File: src/rtl/ttt_pkg.sv
// ttt_pkg: shared cell codes, FSM encoding, line table and pick priority for the tic-tac-toe player
package ttt_pkg;
    localparam logic [1:0] EMPTY = 2'b00;
    localparam logic [1:0] P1    = 2'b01;
    localparam logic [1:0] P2    = 2'b10;

    localparam logic [2:0] S_IDLE       = 3'd0;
    localparam logic [2:0] S_SCAN_WIN   = 3'd1;
    localparam logic [2:0] S_SCAN_BLOCK = 3'd2;
    localparam logic [2:0] S_PICK       = 3'd3;
    localparam logic [2:0] S_ISSUE      = 3'd4;
    localparam logic [2:0] S_WAIT_ACK   = 3'd5;
    localparam logic [2:0] S_FINISH     = 3'd6;

    localparam int ACK_TIMEOUT = 16;

    // Cell indices (3*row + col) of each line: rows, columns, main diagonal, anti-diagonal
    localparam logic [3:0] LINES [8][3] = '{
        '{4'd0, 4'd1, 4'd2}, '{4'd3, 4'd4, 4'd5}, '{4'd6, 4'd7, 4'd8},
        '{4'd0, 4'd3, 4'd6}, '{4'd1, 4'd4, 4'd7}, '{4'd2, 4'd5, 4'd8},
        '{4'd0, 4'd4, 4'd8}, '{4'd2, 4'd4, 4'd6}
    };

    // Fallback order: centre, corners, then edges
    localparam logic [3:0] PICK_ORDER [9] = '{
        4'd4, 4'd0, 4'd2, 4'd6, 4'd8, 4'd1, 4'd3, 4'd5, 4'd7
    };

    function automatic logic [1:0] cell_code(input logic [17:0] b, input logic [3:0] i);
        logic [4:0] sh;
        sh = 5'd16 - {i, 1'b0};
        return b[sh +: 2];
    endfunction

    function automatic logic [3:0] cell_col(input logic [3:0] i);
        return i % 4'd3;
    endfunction

    function automatic logic [3:0] cell_row(input logic [3:0] i);
        return i / 4'd3;
    endfunction
endpackage

File: src/rtl/ttt_if.sv
// ttt_if: board/request inputs and move/status outputs between game controller and auto player
interface ttt_if;
    logic [17:0] board;
    logic [1:0]  player;
    logic        go;
    logic [3:0]  x_out;
    logic [3:0]  y_out;
    logic        make_move;
    logic        busy;
    logic        done;
    logic        no_move;
    logic        error;

    modport master (
        output board, player, go,
        input  x_out, y_out, make_move, busy, done, no_move, error
    );

    modport slave (
        input  board, player, go,
        output x_out, y_out, make_move, busy, done, no_move, error
    );
endinterface

File: src/rtl/ttt_line_eval.sv
// ttt_line_eval: flags a line holding two target cells and one empty cell, and where the empty one is
module ttt_line_eval
    import ttt_pkg::*;
(
    input  logic [1:0] a,
    input  logic [1:0] b,
    input  logic [1:0] c,
    input  logic [1:0] target,
    output logic       hit,
    output logic [1:0] pos
);
    // Occupied (11) cells never equal a valid target, so they simply block the line
    always_comb begin
        hit = (a == EMPTY && b == target && c == target) ||
              (a == target && b == EMPTY && c == target) ||
              (a == target && b == target && c == EMPTY);
        pos = (a == EMPTY) ? 2'd0 : (b == EMPTY) ? 2'd1 : 2'd2;
    end
endmodule

File: src/rtl/ttt_auto_player.sv
// ttt_auto_player: picks a win, block or priority cell from a board snapshot and issues the move
module ttt_auto_player
    import ttt_pkg::*;
(
    input logic  clk,
    input logic  rst_n,
    ttt_if.slave bus
);
    logic [2:0]  state_q, state_d;
    logic [17:0] snap_q, snap_d;
    logic [1:0]  player_q, player_d;
    logic [2:0]  idx_q, idx_d;
    logic [3:0]  x_q, x_d, y_q, y_d;
    logic [3:0]  cnt_q, cnt_d;
    logic        no_move_q, no_move_d;
    logic        error_q, error_d;

    logic [1:0]  ca, cb, cc, target, pos;
    logic        hit, pick_found, ack;
    logic [3:0]  line_cell, pick_cell;

    assign target = (state_q == S_SCAN_WIN) ? player_q : ~player_q;
    assign ca = cell_code(snap_q, LINES[idx_q][0]);
    assign cb = cell_code(snap_q, LINES[idx_q][1]);
    assign cc = cell_code(snap_q, LINES[idx_q][2]);
    assign line_cell = LINES[idx_q][pos];
    assign ack = cell_code(bus.board, y_q * 4'd3 + x_q) == player_q;

    ttt_line_eval u_eval (
        .a      (ca),
        .b      (cb),
        .c      (cc),
        .target (target),
        .hit    (hit),
        .pos    (pos)
    );

    // Highest-priority empty cell; scanning backwards leaves the first match in order
    always_comb begin
        pick_found = 1'b0;
        pick_cell  = 4'd0;
        for (int i = 8; i >= 0; i--) begin
            if (cell_code(snap_q, PICK_ORDER[i]) == EMPTY) begin
                pick_found = 1'b1;
                pick_cell  = PICK_ORDER[i];
            end
        end
    end

    // Move-selection FSM: one line per cycle in each scan phase, then pick, issue and await ack
    always_comb begin
        state_d   = state_q;
        snap_d    = snap_q;
        player_d  = player_q;
        idx_d     = idx_q;
        x_d       = x_q;
        y_d       = y_q;
        cnt_d     = cnt_q;
        no_move_d = no_move_q;
        error_d   = error_q;
        case (state_q)
            S_IDLE: begin
                if (bus.go) begin
                    if (bus.player == P1 || bus.player == P2) begin
                        snap_d   = bus.board;
                        player_d = bus.player;
                        idx_d    = 3'd0;
                        state_d  = S_SCAN_WIN;
                    end else begin
                        error_d = 1'b1;
                        state_d = S_FINISH;
                    end
                end
            end
            S_SCAN_WIN, S_SCAN_BLOCK: begin
                if (hit) begin
                    x_d     = cell_col(line_cell);
                    y_d     = cell_row(line_cell);
                    state_d = S_ISSUE;
                end else if (idx_q == 3'd7) begin
                    idx_d   = 3'd0;
                    state_d = (state_q == S_SCAN_WIN) ? S_SCAN_BLOCK : S_PICK;
                end else begin
                    idx_d = idx_q + 3'd1;
                end
            end
            S_PICK: begin
                if (pick_found) begin
                    x_d     = cell_col(pick_cell);
                    y_d     = cell_row(pick_cell);
                    state_d = S_ISSUE;
                end else begin
                    no_move_d = 1'b1;
                    state_d   = S_FINISH;
                end
            end
            S_ISSUE: begin
                cnt_d   = 4'd1;
                state_d = S_WAIT_ACK;
            end
            S_WAIT_ACK: begin
                if (ack) begin
                    state_d = S_FINISH;
                end else if (cnt_q == 4'(ACK_TIMEOUT - 1)) begin
                    error_d = 1'b1;
                    state_d = S_FINISH;
                end else begin
                    cnt_d = cnt_q + 4'd1;
                end
            end
            S_FINISH: begin
                no_move_d = 1'b0;
                error_d   = 1'b0;
                state_d   = S_IDLE;
            end
            default: state_d = S_IDLE;
        endcase
    end

    // State and datapath registers, cleared asynchronously so a reset aborts any move in flight
    always_ff @(posedge clk or negedge rst_n) begin
        if (!rst_n) begin
            state_q   <= S_IDLE;
            snap_q    <= '0;
            player_q  <= '0;
            idx_q     <= '0;
            x_q       <= '0;
            y_q       <= '0;
            cnt_q     <= '0;
            no_move_q <= 1'b0;
            error_q   <= 1'b0;
        end else begin
            state_q   <= state_d;
            snap_q    <= snap_d;
            player_q  <= player_d;
            idx_q     <= idx_d;
            x_q       <= x_d;
            y_q       <= y_d;
            cnt_q     <= cnt_d;
            no_move_q <= no_move_d;
            error_q   <= error_d;
        end
    end

    assign bus.x_out     = x_q;
    assign bus.y_out     = y_q;
    assign bus.make_move = state_q == S_ISSUE;
    assign bus.busy      = state_q != S_IDLE;
    assign bus.done      = state_q == S_FINISH;
    assign bus.no_move   = no_move_q;
    assign bus.error     = error_q;
endmodule

File: src/flat_wrapper.sv
// flat-port wrapper written by rule: the top's interface ports become plain ports
module ttt_auto_player_flat import ttt_pkg::*;
  (clk, rst_n, bus_board, bus_player, bus_go, bus_x_out, bus_y_out, bus_make_move, bus_busy, bus_done, bus_no_move, bus_error);
  ttt_if bus_i ();
  input logic clk;
  input logic rst_n;
  input wire logic [$bits(bus_i.board)-1:0] bus_board;
  input wire logic [$bits(bus_i.player)-1:0] bus_player;
  input wire logic [$bits(bus_i.go)-1:0] bus_go;
  output wire logic [$bits(bus_i.x_out)-1:0] bus_x_out;
  output wire logic [$bits(bus_i.y_out)-1:0] bus_y_out;
  output wire logic [$bits(bus_i.make_move)-1:0] bus_make_move;
  output wire logic [$bits(bus_i.busy)-1:0] bus_busy;
  output wire logic [$bits(bus_i.done)-1:0] bus_done;
  output wire logic [$bits(bus_i.no_move)-1:0] bus_no_move;
  output wire logic [$bits(bus_i.error)-1:0] bus_error;
  assign bus_i.board = bus_board;
  assign bus_i.player = bus_player;
  assign bus_i.go = bus_go;
  assign bus_x_out = bus_i.x_out;
  assign bus_y_out = bus_i.y_out;
  assign bus_make_move = bus_i.make_move;
  assign bus_busy = bus_i.busy;
  assign bus_done = bus_i.done;
  assign bus_no_move = bus_i.no_move;
  assign bus_error = bus_i.error;
  ttt_auto_player u_core (.clk(clk), .rst_n(rst_n), .bus(bus_i));
endmodule
File: config.mk
export PLATFORM = sky130hd
export DESIGN_NAME = ttt_auto_player_flat
export DESIGN_NICKNAME = d
export VERILOG_FILES = /design/src/rtl/ttt_pkg.sv /design/src/rtl/ttt_if.sv /design/src/rtl/ttt_line_eval.sv /design/src/rtl/ttt_auto_player.sv /design/src/flat_wrapper.sv
export SDC_FILE = /design/constraint.sdc
export NUM_CORES = 1
export LEC_CHECK = 0
export ABC_AREA = 1
export CAP_MARGIN = 5
export CORE_UTILIZATION = 65
export CTS_CLUSTER_SIZE = 30
export DETAILED_ROUTE_END_ITERATION = 6
export DONT_BUFFER_PORTS = 1
export PLACE_DENSITY = 0.87
export SLEW_MARGIN = 20
export SYNTH_ARGS = -nofsm -noshare
export SYNTH_HDL_FRONTEND = slang
export SYNTH_HIERARCHICAL = 1
export SYNTH_SLANG_ARGS = --single-unit
File: constraint.sdc
create_clock -name clk -period 5 [get_ports clk]
set_input_delay 0.5 -clock clk [delete_from_list [all_inputs] [get_ports clk]]
set_output_delay 0.5 -clock clk [all_outputs]
set_load 0.01 [all_outputs]
==> results.toml, run 1 <==
[outcome]
status = "completed"

[worst_setup_path]
cp.depth = 36
crit_family = "simple AND/OR/NAND/NOR gates"
r2r-start = "u_core/idx_q[1]"
endpoint = "u_core/bus.x_out[0]"
path_buf_inv = 9
cp_slowest_cell = "dfrtp_2"
required_ps = 5180
cp-start-kind = "register"
cp_max_fo = 19
r2r-end = "u_core/bus.x_out[0]"
rr_worst_depth = 36
cp-end-kind = "register"
crit_start = "u_core/idx_q[1]"
cpPeakStageDelay_ps = 440
arrival_ps = 4860
rrSetupSlack_ps = 320
path_common_cell = "inv_1"
crit_type = "reg -> reg"

[layout]
area_delta_synth_final_pct = 9.33
drive_gt1_share_pct = 12.1
fin_cells = 608
design_area_mm2 = 0.00380
fillers = 443
n_antenna_cell = 0
num-nets-final = 577

[floorplan]
dieWidth_um = 75.1
die-area_mm2 = 0.00564
start_util_pct = 67.6
row_count = 26
ioPinCount = 36
fp.dieH_um = 75.1
core_area_mm2 = 0.00514

[route]
route.vias.total = 3517
drc = 0
postRouteAntennaNets = 0
wirelength_mm = 9.07
drtPass1Iterations = 5
wire_per_inst_um = 14.9
viasPerCell = 5.78
drt_iter0_drc = 380

[synthesis]
yosys.area.top_type = "dfrtp_1"
netlist_area_mm2 = 0.00347
ys_types = 39
yosysTopAreaCellShare_pct = 28.1
synth_seq_cells = 39
ys.flop_type = "dfrtp_1"
synth_most_common_cell = "nand2_1"
ys_top_cells_by_area = "dfrtp_1, nand2_1, inv_1, nand3_1, o21ai_0"
synth_fp_nets = 574
ys_seq_area_share_pct = 28.1
synthArstFlopShare_pct = 100
syn-mean-instance-area_um2 = 6.51
syn_inst = 534
yosys-top-cells-count = "nand2_1, inv_1, nor2_1"
yosysWarnings = 6
synth_edf_count = 0

[timing]
max_slew_margin_pct = 50.2
clock_skew_ps = 10.2
worst_pin_slew_ps = 742
finalMaxSlewViolations = 0
hold_violations = 0
max_freq_mhz = 214
finalCriticalPeriod_ps = 4680
fin_crit_sh_pct = 93.6
setup_violations = 0

[clocking]
clock-sinks = 39
htree_levels = 2
clock_path_buffers = 2
path_clk_slew_ps = 80
clock_latency_ps = 290
cts_root_buf = "clkbuf_8"
numCtsBuffers = 5
cts_tree = "yes"

[global_routing]
antenna_found_initial = 0
grt_max_degree = 40
grt_usage_pct = 30.6
overflow = 0
grt_pass1_wl_mm = 13.0
grt_pass1_vias = 2873

[placed_design]
place.gp.congestion = 0.965
hpwlAfterDp_mm = 6.83
placed_area_mm2 = 0.00352
dp_cells = 594
numPortBuffers = 0

[hold_path]
hp-class = "in -> async"

[job]
maxCapViolations = 0
## stage by stage
step	setup slack, ps	TNS [ps]	utilization (%)	hold WS (ps)
2_1_floorplan	443	0	-	204
3_3_place_gp	129	0	68.5	206
3_5_place_dp	-39.6	-55.6	68.5	206
4_1_cts	66.8	0	71.1	50.2
5_1_grt	-63.5	-166	73.9	49.4
6_report	322	0	73.9	47.9
## repair_timing
action | in CTS | in global routing
hold buffers | 1 | 0
pin swaps | 0 | 4
hold endpoints to repair | 39 | 0
setup buffers | 0 | 5
gates resized for setup | 1 | 25
setup endpoints to repair | 3 | 5
## state kept, by name, indices dropped and copies added (netlist names)
| register | count |
|---|---|
| u_core/cnt_q | 4 |
| u_core/player_q | 2 |
| u_core/idx_q | 3 |
| u_core/snap_q | 18 |
| u_core/bus.y_out | 3 |
| u_core/bus.error | 1 |
| u_core/state_q | 3 |
| u_core/bus.x_out | 4 |
| u_core/bus.no_move | 1 |
## cell families after synthesis
logic type,Yosys count,synth area share [%]
xor gates and xnor gates,16,4.03
AOI/OAI and AO/OA,82,13.5
buffers and inverters,84,9.33
DFF,39,28.1
adders and majority gates,17,6.77
and+or+nand+nor,295,38.2
other,1,0.108
## worst register-to-register path: cells and delay by family, from the launching register on
family / cells / cell delay (ps)
AOI/OAI and AO/OA: 5 / 600
adders and majority gates: 5 / 1080
buffers and inverters: 9 / 730
DFF: 1 / 440
and+or+nand+nor: 17 / 1740
## layout by cell type, fill, tap and decap left out, types with 2 or more instances in the layout
master	n
nand3_1	47
nand2_2	9
and2_1	2
nor3_1	5
o221ai_1	2
ha_4	3
nor2_2	4
inv_1	67
a32o_1	2
a21oi_1	14
o211ai_1	2
nor4_1	3
buf_4	5
nor2_1	51
o21ai_1	5
ha_1	10
xor2_1	10
inv_2	7
nand2_4	8
fa_1	3
o21bai_1	3
clkbuf_8	5
a32o_2	2
o21ai_0	43
nand2_1	153
o21ai_2	4
dfrtp_2	2
dfrtp_1	37
nor2_4	4
xnor2_1	5
o22ai_1	2
nand3_2	3
## cell type report
class | count | area [um2] | share of cell area [%]
multi-input combinational | 411 | 2280 | 60.1
sequential | 39 | 978 | 25.8
inverter | 74 | 278 | 7.31
tap | 70 | 87.6 | 2.31
clock buffer | 5 | 68.8 | 1.81
timing repair buffer | 6 | 57.6 | 1.52
clock inverter | 3 | 43.8 | 1.15
## worst min path at each step
stage / startpoint / end / slack, ps / depth (start not counted)
floorplan: rst_n / u_core/bus.error / 200 / 0
global placement: rst_n / u_core/idx_q[2] / 210 / 0
detailed placement: rst_n / u_core/snap_q[2] / 210 / 0
CTS: rst_n / u_core/state_q[2] / 50 / 1
global route: rst_n / u_core/state_q[0] / 50 / 1
finish: rst_n / u_core/snap_q[13] / 50 / 1
## routing by layer
metal	part of all wire (%)	vias up	GRT usage [%]
li1	-	1718	-
met3	7.3	14	5.22
met4	1.3	0	8.81
met2	49	169	50.2
met1	42	1616	41.8
met5	0	-	0
Power of run 1 is not shown: default switching activity piles up to over one toggle a cycle in this logic, so the estimate is an artifact.
==> run 2, diff against run 1 <==
- CORE_ASPECT_RATIO: unset -> 0.75
- RECOVER_POWER: unset -> 25
==> run 2 against run 1 <==
Net effect:
- the run now ends with max-capacitance violations, max-slew violations left
- critical path depth shrank 4
- design area shrank 2.8%
- die area is essentially flat
- critical endpoint unchanged
==> results.toml, run 2 (synthesis gave the netlist of run 1 again) <==
[worst_setup_path]
arrival_ps = 4940
cp_slowest_cell = "dfrtp_2"
cp-start-kind = "register"
crit_family = "simple AND/OR/NAND/NOR gates"
crit_type = "reg -> reg"
required_ps = 5190
cp-end-kind = "register"
cp_max_fo = 6
cpPeakStageDelay_ps = 460
path_common_cell = "inv_1"
path_buf_inv = 7

[global_routing]
grt_use_met3_pct = 7.79
grt_usage_pct = 32.3
grt_pass1_vias = 3061
gr-max-usage-layer = "met2"
antenna_found_initial = 0
grt_pass1_wl_mm = 13.9
overflow = 0
grtUsageMet1_pct = 46.4
met2_usage_pct = 48.3
grt_max_degree = 40

[floorplan]
fp.dieH_um = 65.3
dieWidth_um = 86.4
core_area_mm2 = 0.00501
die-area_mm2 = 0.00564
ioPinCount = 36
start_util_pct = 69.4
row_count = 22

[placed_design]
hpwlAfterDp_mm = 6.68
place.gp.congestion = 0.890
numPortBuffers = 0
dpl_worst_slack_ps = -34.8

[timing]
setup_tns_ps = 0
hold_violations = 0
layout_setup_ws_ps = 253
worst_pin_slew_ps = 2150
max_slew_margin_pct = -43.4
fin_crit_sh_pct = 94.9
finalCriticalPeriod_ps = 4750
setup_violations = 0
finalMaxSlewViolations = 40
max_freq_mhz = 211
clock_skew_ps = 3.75

[route]
wirelength_mm = 8.77
postRouteAntennaNets = 0
drt_iter0_drc = 319
wire_per_inst_um = 14.4
viasPerCell = 5.72
route.vias.total = 3473
drc = 0
drtPass1Iterations = 5

[clocking]
numCtsBuffers = 5
post_cts_buffers = 0
path_clk_slew_ps = 80
clock-sinks = 39
cts_tree = "yes"
cts_root_buf = "clkbuf_8"
clock_path_buffers = 2
htree_levels = 2
clock_latency_ps = 300

[layout]
drive_gt1_share_pct = 10.1
area_delta_synth_final_pct = 6.27
fillers = 408
largest_reg_flops = 18
largest-register = "u_core/snap_q"
layout_commonest_cell = "nand2_1"
post-route-util_pct = 73.7
most-common-layout-cells = "nand2_1, inv_1, nor2_1"
n_antenna_cell = 0
num-nets-final = 574

[outcome]
violations = "max-capacitance violations, max-slew violations"
status = "finished, violations left"

[hold_path]
hp-class = "in -> reg"

[job]
maxCapViolations = 1
-- run 2: changes by cell type in the layout (fill, tap and decap cells not counted), moves of 2 or more --
cell	delta
buf_4	-3
a32o_1	+2
a32o_2	-2
clkbuf_1	+2
nor2_1	+2
-- run 2: cell type report --
type                       instances  area [um2]  area share (%)
sequential                        39         977            26.5
tap                               72        90.1            2.44
inverter                          74         278            7.52
multi-input combinational        411        2240            60.8
clock inverter                     2        12.5           0.339
timing repair buffer               3        18.8           0.508
clock buffer                       6        72.6            1.97
-- run 2: routing by layer --
metal	vias to the layer above	part of all wire, %
li1	1703	-
met1	1586	46
met2	169	42
met3	15	11
met4	0	1.4
met5	-	0
-- run 2: worst paths after layout --
| path | start | end | slack, ps | cells past startpoint |
|---|---|---|---|---|
| setup / recovery | u_core/idx_q[0] | u_core/bus.x_out[0] | 250 | 32 |
| hold reg to reg | u_core/cnt_q[1] | u_core/cnt_q[1] | 550 | 2 |
| min in group asynchronous | rst_n | u_core/player_q[0] | 810 | 1 |
| max in group asynchronous | rst_n | u_core/idx_q[0] | 2820 | 1 |
| setup reg to reg | u_core/idx_q[0] | u_core/bus.x_out[0] | 250 | 32 |
| hold / removal | bus_board[12] | u_core/snap_q[12] | 320 | 2 |
-- run 2: metrics by stage --
stage | instance area (um2) | std cells | hold slack (ps)
2_1_floorplan | 3470 | 534 | 204
3_3_place_gp | 3540 | 598 | 206
3_5_place_dp | 3540 | 598 | 206
4_1_cts | 3650 | 607 | 40.0
5_1_grt | 3690 | 607 | 313
6_report | 3690 | 607 | 322
-- run 2: worst register-to-register path, delay by kind of cell, from the launching register on --
kind | cells | cell delay [ps]
AOI/OAI and AO/OA | 4 | 710
adders and majority gates | 5 | 1090
buffers and inverters | 7 | 730
DFF | 1 | 460
and+or+nand+nor | 16 | 1670
-- run 2: repair_timing --
item	CTS	global route
cloned	0	0
endpoints found under the setup margin	5	5
hold buffers	1	0
resized for setup	1	17
endpoints found under the hold margin	39	0
pin swaps	0	0
Power of run 2 is left out for the same reason.
